==> config.mk <==
export PLATFORM = sky130hd
export DESIGN_NAME = seven_seg_scanner
export DESIGN_NICKNAME = d
export VERILOG_FILES = /design/src/rtl/seven_seg_scanner.sv
export SDC_FILE = /design/constraint.sdc
export NUM_CORES = 1
export LEC_CHECK = 0
export BUFFER_PORTS_ARGS = -buffer_cell sky130_fd_sc_hd__buf_2
export CAP_MARGIN = 10
export CORE_AREA = 2 2 78 80
export DETAILED_ROUTE_END_ITERATION = 8
export DIE_AREA = 0 0 80 82
export GPL_ROUTABILITY_DRIVEN = 1
export PLACE_DENSITY = 0.75
export SETUP_SLACK_MARGIN = 0.1
export SYNTH_ARGS = -nofsm -noshare
export SYNTH_HDL_FRONTEND = slang
export SYNTH_SLANG_ARGS = --single-unit
export TNS_END_PERCENT = 30
==> constraint.sdc <==
create_clock -name clk -period 3.65 [get_ports clk]
set_input_delay 0.1825 -clock clk [delete_from_list [all_inputs] [get_ports clk]]
set_output_delay 0.1825 -clock clk [all_outputs]
set_load 0.05 [all_outputs]
==> src/rtl/seven_seg_scanner.sv <==
// Time-multiplexed common-anode 7-segment scanner with per-frame snapshot,
// blanking gap at the start of every digit slot, and leading-zero suppression.
module seven_seg_scanner #(
  parameter int NUM_DIGITS   = 4,
  parameter int CLK_FREQ     = 50_000_000,
  parameter int DIGIT_HZ     = 1000,
  parameter int BLANK_CYCLES = 16
) (
  input  logic                          clk,
  input  logic                          reset,
  input  logic                          en,
  input  logic [4*NUM_DIGITS-1:0]       digits,
  input  logic [NUM_DIGITS-1:0]         dp_mask,
  input  logic                          blank_lz,
  output logic [6:0]                    seg,
  output logic                          dp,
  output logic [NUM_DIGITS-1:0]         an,
  output logic [$clog2(NUM_DIGITS)-1:0] digit_idx,
  output logic                          frame_start
);

  localparam int DWELL = CLK_FREQ / DIGIT_HZ;
  localparam int CW    = $clog2(DWELL);
  localparam int IW    = $clog2(NUM_DIGITS);

  localparam logic [CW-1:0] CNT_MAX = CW'(DWELL - 1);
  localparam logic [CW-1:0] BLANK_C = CW'(BLANK_CYCLES);
  localparam logic [IW-1:0] IDX_MAX = IW'(NUM_DIGITS - 1);

  logic [CW-1:0]           cnt, cnt_n;
  logic [IW-1:0]           idx, idx_n;
  logic [4*NUM_DIGITS-1:0] snap_d, snap_d_n;
  logic [NUM_DIGITS-1:0]   snap_dp, snap_dp_n;
  logic [NUM_DIGITS-1:0]   an_n;
  logic [6:0]              seg_n;
  logic                    dp_n;
  logic                    fs_n;
  logic [NUM_DIGITS-1:0]   lz;
  logic                    run;
  logic                    dark;
  logic [3:0]              cur;

  function automatic logic [6:0] decode(input logic [3:0] h);
    case (h)
      4'h0: decode = 7'h01;
      4'h1: decode = 7'h4F;
      4'h2: decode = 7'h12;
      4'h3: decode = 7'h06;
      4'h4: decode = 7'h4C;
      4'h5: decode = 7'h24;
      4'h6: decode = 7'h20;
      4'h7: decode = 7'h0F;
      4'h8: decode = 7'h00;
      4'h9: decode = 7'h04;
      4'hA: decode = 7'h08;
      4'hB: decode = 7'h60;
      4'hC: decode = 7'h31;
      4'hD: decode = 7'h42;
      4'hE: decode = 7'h30;
      default: decode = 7'h38;
    endcase
  endfunction

  // Outputs are computed from the next-state values so they line up with
  // the state registers updated on the same edge.
  always_comb begin
    cnt_n     = cnt;
    idx_n     = idx;
    snap_d_n  = snap_d;
    snap_dp_n = snap_dp;
    fs_n      = 1'b0;
    an_n      = '1;
    seg_n     = 7'h7F;
    dp_n      = 1'b1;

    if (en) begin
      if (cnt == CNT_MAX) begin
        cnt_n = '0;
        if (idx == IDX_MAX) begin
          idx_n     = '0;
          snap_d_n  = digits;
          snap_dp_n = dp_mask;
          fs_n      = 1'b1;
        end else begin
          idx_n = idx + IW'(1);
        end
      end else begin
        cnt_n = cnt + CW'(1);
      end
    end

    // lz[i]: snapshot digits i..top are all zero
    run = 1'b1;
    for (int i = NUM_DIGITS - 1; i >= 0; i--) begin
      run   = run & (snap_d_n[4*i +: 4] == 4'h0);
      lz[i] = run;
    end
    dark = blank_lz && (idx_n != '0) && lz[idx_n];
    cur  = snap_d_n[4*int'(idx_n) +: 4];

    if (en && (cnt_n >= BLANK_C) && !dark) begin
      an_n[idx_n] = 1'b0;
      seg_n       = decode(cur);
      dp_n        = ~snap_dp_n[idx_n];
    end
  end

  always_ff @(posedge clk or negedge reset) begin
    if (!reset) begin
      cnt         <= CNT_MAX;
      idx         <= IDX_MAX;
      snap_d      <= '0;
      snap_dp     <= '0;
      seg         <= 7'h7F;
      dp          <= 1'b1;
      an          <= '1;
      digit_idx   <= IDX_MAX;
      frame_start <= 1'b0;
    end else begin
      cnt         <= cnt_n;
      idx         <= idx_n;
      snap_d      <= snap_d_n;
      snap_dp     <= snap_dp_n;
      seg         <= seg_n;
      dp          <= dp_n;
      an          <= an_n;
      digit_idx   <= idx_n;
      frame_start <= fs_n;
    end
  end

endmodule

==> flow_results.org <==
** Outcome
- The run finished with clean final reports.

** Synth
- Synthesis produced a netlist with a net count of 311.
- Post-Syn Area per Cell :: 10.3 µm²
- The synthesized design contains 51 register bits.
- Sequential elements use 45.4% of the synthesized area.
- Yosys mapped a number of flops with a built-in enable equal to 0.
- Async set or reset register ratio after synthesis :: 100%
- Distinct cell type count after synthesis :: 55
- Synthesized instance count :: 280
- Yosys warns :: 0
- Among all flip-flop cells after synthesis, the most frequent one is dfrtp_1.
- Cell area after synthesis :: 0.00287 mm²

** Route
- After the first detailed-routing iteration, the DRC count stood at 118.
- The count of nets left with antenna violations once routing finished came out at 0.
- Detailed Routing Iterations Pass 1 :: 4
- Detailed routing inserted a total of 2,314 vias.
- DR vias/cell :: 5.69
- After detailed routing, the average wire length per cell comes to 15.9 µm.
- After detailed routing, the total wire length is 6490 µm.
- DRC violation count after routing :: 0

** Floorplan
- The initialized floorplan defines 28 standard-cell rows.
- Die area :: 0.00656 mm²
- Core outline area :: 0.00575 mm²
- For this design the top-level I/O count stands at 39.
- The die is 82 µm tall.
- For this configuration, the core starts out at a cell density of 50.0%.
- From left edge to right edge, the die measures 80 µm.

** Timing
- RSZ-0062 raised after global routing :: true
- Post-route setup TNS :: 0 ns
- The count of final hold-check violations came to 0.
- Between clock sinks in the finished design, the worst skew comes to 0.00818 ns.
- Setup-failing EPs final :: 0
- Slew margin rel. :: 23.1%
- Final Cycle Share :: 93.5%
- Max Freq :: 293 MHz
- Post-route minimum period :: 3.41 ns
- Transition time at the pin with the least slew margin :: 1.12 ns
- The final count of pins violating max slew was 0.

** Cells and area
- From synthesis to final layout, the design area changed by 16.8%.
- Registers take 0.00131 mm².
- In the final layout, the multi-input gates occupy 0.00146 mm².
- Summing all non-filler instances in the final layout gives an area of 0.00335 mm².
- The repair_antennas step left the layout with diodes totalling 0.
- Number of fill cells :: 532
- The final layout contains 362 nets.
- Cells with a size suffix above 1 make up 32.5% of the layout.

** Clock network
- Htree depth :: 2
- Clock-pin slew was measured on the worst setup and hold paths at 0.09 ns.
- CTS Sinks :: 51
- In this run the deepest clock path goes through 2 buffers.
- CTS tree :: yes
- CTS placed an instance of clkbuf_8 at the clock tree root.
- Clock latency on the worst-skew pair :: 0.31 ns
- Clock tree synthesis inserted a total of 5 buffers.

** Global routing
- Summed over all layers, the global routing overflow is 0.
- Initial antenna violation count :: 0
- Maximum number of pins on one net before global-route repair :: 52
- The first global-routing pass estimated 10,800 µm of wire.
- Gr usage total :: 21.5%
- Number of global-route vias before repair :: 2,286

** Setup path
- The worst setup path is captured at a register.
- Worst Setup Path Type :: reg2reg
- Worst setup SP type :: register
- Data arrival, critical path :: 3.65 ns
- Along the worst path, the maximum fanout reaches 6.
- For the worst setup path, the data required time is 3.89 ns.

** Pwr
- Dividing total power by cell area gives a power density of 364 mW/mm².
- Leak :: 1.58 nW
- Worst VDD drop :: 0.225 mV

** Place
- At the end of routability-driven placement, the weighted congestion stood at 0.862.
- Port bufs :: 38
- In this run the cell area measured after placement is 0.00319 mm².
- Summed over all nets, the half-perimeter wirelength after detailed placement is 4750 µm.

** Run
- Number of max-capacitance violations reported :: 0

** Min path
- In this run the worst hold path is classified as in2reg.
## Yosys cell counts, types with 2 or more instances
| cell type | instances | area (µm²) |
|---|---|---|
| a21oi_1 | 9 | 45.0 |
| mux2i_1 | 16 | 160 |
| nor3_1 | 7 | 35.0 |
| or4_1 | 2 | 15.0 |
| or2_2 | 2 | 12.5 |
| dfstp_2 | 23 | 604 |
| dfrtp_1 | 28 | 701 |
| a22o_1 | 2 | 17.5 |
| mux2_2 | 10 | 113 |
| a22oi_1 | 2 | 15.0 |
| nand2_1 | 25 | 93.8 |
| nand4_1 | 6 | 37.5 |
| and4_1 | 2 | 17.5 |
| o31ai_1 | 2 | 15.0 |
| buf_4 | 3 | 22.5 |
| nand4bb_1 | 2 | 22.5 |
| and3_1 | 2 | 12.5 |
| nor4_1 | 7 | 43.8 |
| a211oi_1 | 2 | 15.0 |
| clkbuf_1 | 4 | 15.0 |
| xnor2_1 | 8 | 70.1 |
| o211ai_1 | 5 | 37.5 |
| o21ai_0 | 11 | 55.1 |
| inv_1 | 21 | 78.8 |
| ha_1 | 7 | 87.6 |
| nand3_1 | 12 | 60.1 |
| a311o_1 | 2 | 20.0 |
| and2_1 | 2 | 12.5 |
| or3_1 | 4 | 25.0 |
| nor2_1 | 16 | 60.1 |
| buf_2 | 3 | 15.0 |
| o311ai_1 | 2 | 17.5 |
| a31oi_1 | 2 | 12.5 |
| xor2_1 | 6 | 52.6 |
| a221o_1 | 2 | 20.0 |
| a221oi_1 | 2 | 17.5 |
## logic make-up (layout without fill, tap and decap cells)
| group | Yosys count | in the layout | share of synthesized area (%) |
|---|---|---|---|
| adders and majority gates | 7 | 7 | 3.05 |
| muxes | 27 | 27 | 9.98 |
| and+or+nand+nor | 95 | 95 | 18.2 |
| AOI/OAI and AO/OA | 54 | 54 | 14.1 |
| DFF | 51 | 51 | 45.4 |
| buffers and inverters | 32 | 84 | 4.97 |
| xor gates and xnor gates | 14 | 14 | 4.27 |
## registers in the layout, indices dropped and copies added, names as in the netlist
name,count
dp,1
an,4
snap_d,16
snap_dp,4
frame_start,1
cnt,16
idx,2
seg,7
## cell usage in the layout, fill, tap and decap left out, drive strengths merged, types with 3 or more instances in the layout
cell type / n
nand2: 26
nor4: 8
xor2: 6
a221oi: 3
xnor2: 8
or3: 4
inv: 21
nor2: 17
mux2i: 17
or2: 3
nand3: 12
nor3: 7
buf: 53
ha: 7
a21oi: 9
o21ai: 11
o211ai: 5
clkbuf: 8
dfstp: 23
nand4: 6
mux2: 10
dfrtp: 28
o311ai: 3
## area by class of cell
| type | count | area share (%) |
|---|---|---|
| clock buffers | 7 | 2.28 |
| well taps | 75 | 2.80 |
| inverters | 21 | 2.35 |
| multi-input cells | 197 | 43.6 |
| flip-flops and latches | 51 | 38.9 |
| repair buffers | 55 | 9.92 |
| clock inverters | 1 | 0.149 |
## report_power, final
group | internal [W] | total [W] | switching [W]
clock network | 0.000135 | 0.000323 | 0.000187
logic | 0.0000762 | 0.000222 | 0.000146
registers | 0.000635 | 0.000676 | 0.0000407
total | 0.000846 | 0.00122 | 0.000374
## final timing paths
path / slack [ns] / endpoint / from / cells after the start
setup / recovery: 0.24 / seg[3] / cnt[6] / 13
setup reg to reg: 0.24 / seg[3] / cnt[6] / 13
hold reg to reg: 0.49 / snap_d[1] / snap_d[1] / 2
max in group asynchronous: 2.72 / snap_d[14] / reset / 3
hold / removal: 0.09 / snap_d[15] / digits[15] / 3
min in group asynchronous: 0.50 / cnt[5] / reset / 3
## worst max-delay path, cell delays in order (launching register included)
cell and delay, ns:
dfstp_2 0.57, or4b_4 0.53, or3_4 0.45, nor2_8 0.13, clkbuf_4 0.20, mux2i_1 0.10
a22o_1 0.24, or2_4 0.25, inv_1 0.10, ha_1 0.15, inv_1 0.06, nor3_1 0.26
nor3_1 0.10, o21ai_1 0.17
## per-stage QoR
stage / std cells / hold WS (ns) / total power (W) / util, % / setup WS (ns)
global placement: 394 / 0.328 / 0.000894 / 55.5 / 0.134
finish: 407 / 0.0927 / 0.00122 / 58.4 / 0.237
CTS: 403 / 0.0821 / 0.00122 / 57.1 / 0.110
floorplan: 280 / -0.113 / 0.000827 / - / 0.212
global route: 407 / 0.0956 / 0.00128 / 58.4 / 0.0582
detailed placement: 394 / 0.334 / 0.000901 / 55.5 / 0.0230
## what timing repair did
item,4_1_cts,5_1_grt
endpoints found under the hold margin,5,0
hold buffers,1,0
setup buffers,0,4
pin swaps,1,1
resized for setup,1,7
setup endpoints to repair,4,6
## layer usage
| layer | track usage, % | routed length, µm | vias up |
|---|---|---|---|
| li1 | - | - | 1122 |
| met1 | 28.5 | 2870 | 1120 |
| met2 | 34.9 | 3170 | 58 |
| met3 | 4.07 | 309 | 14 |
| met4 | 8.81 | 135 | 0 |
| met5 | 0 | 0 | - |
Note: power is estimated with default switching activity, not from simulation.
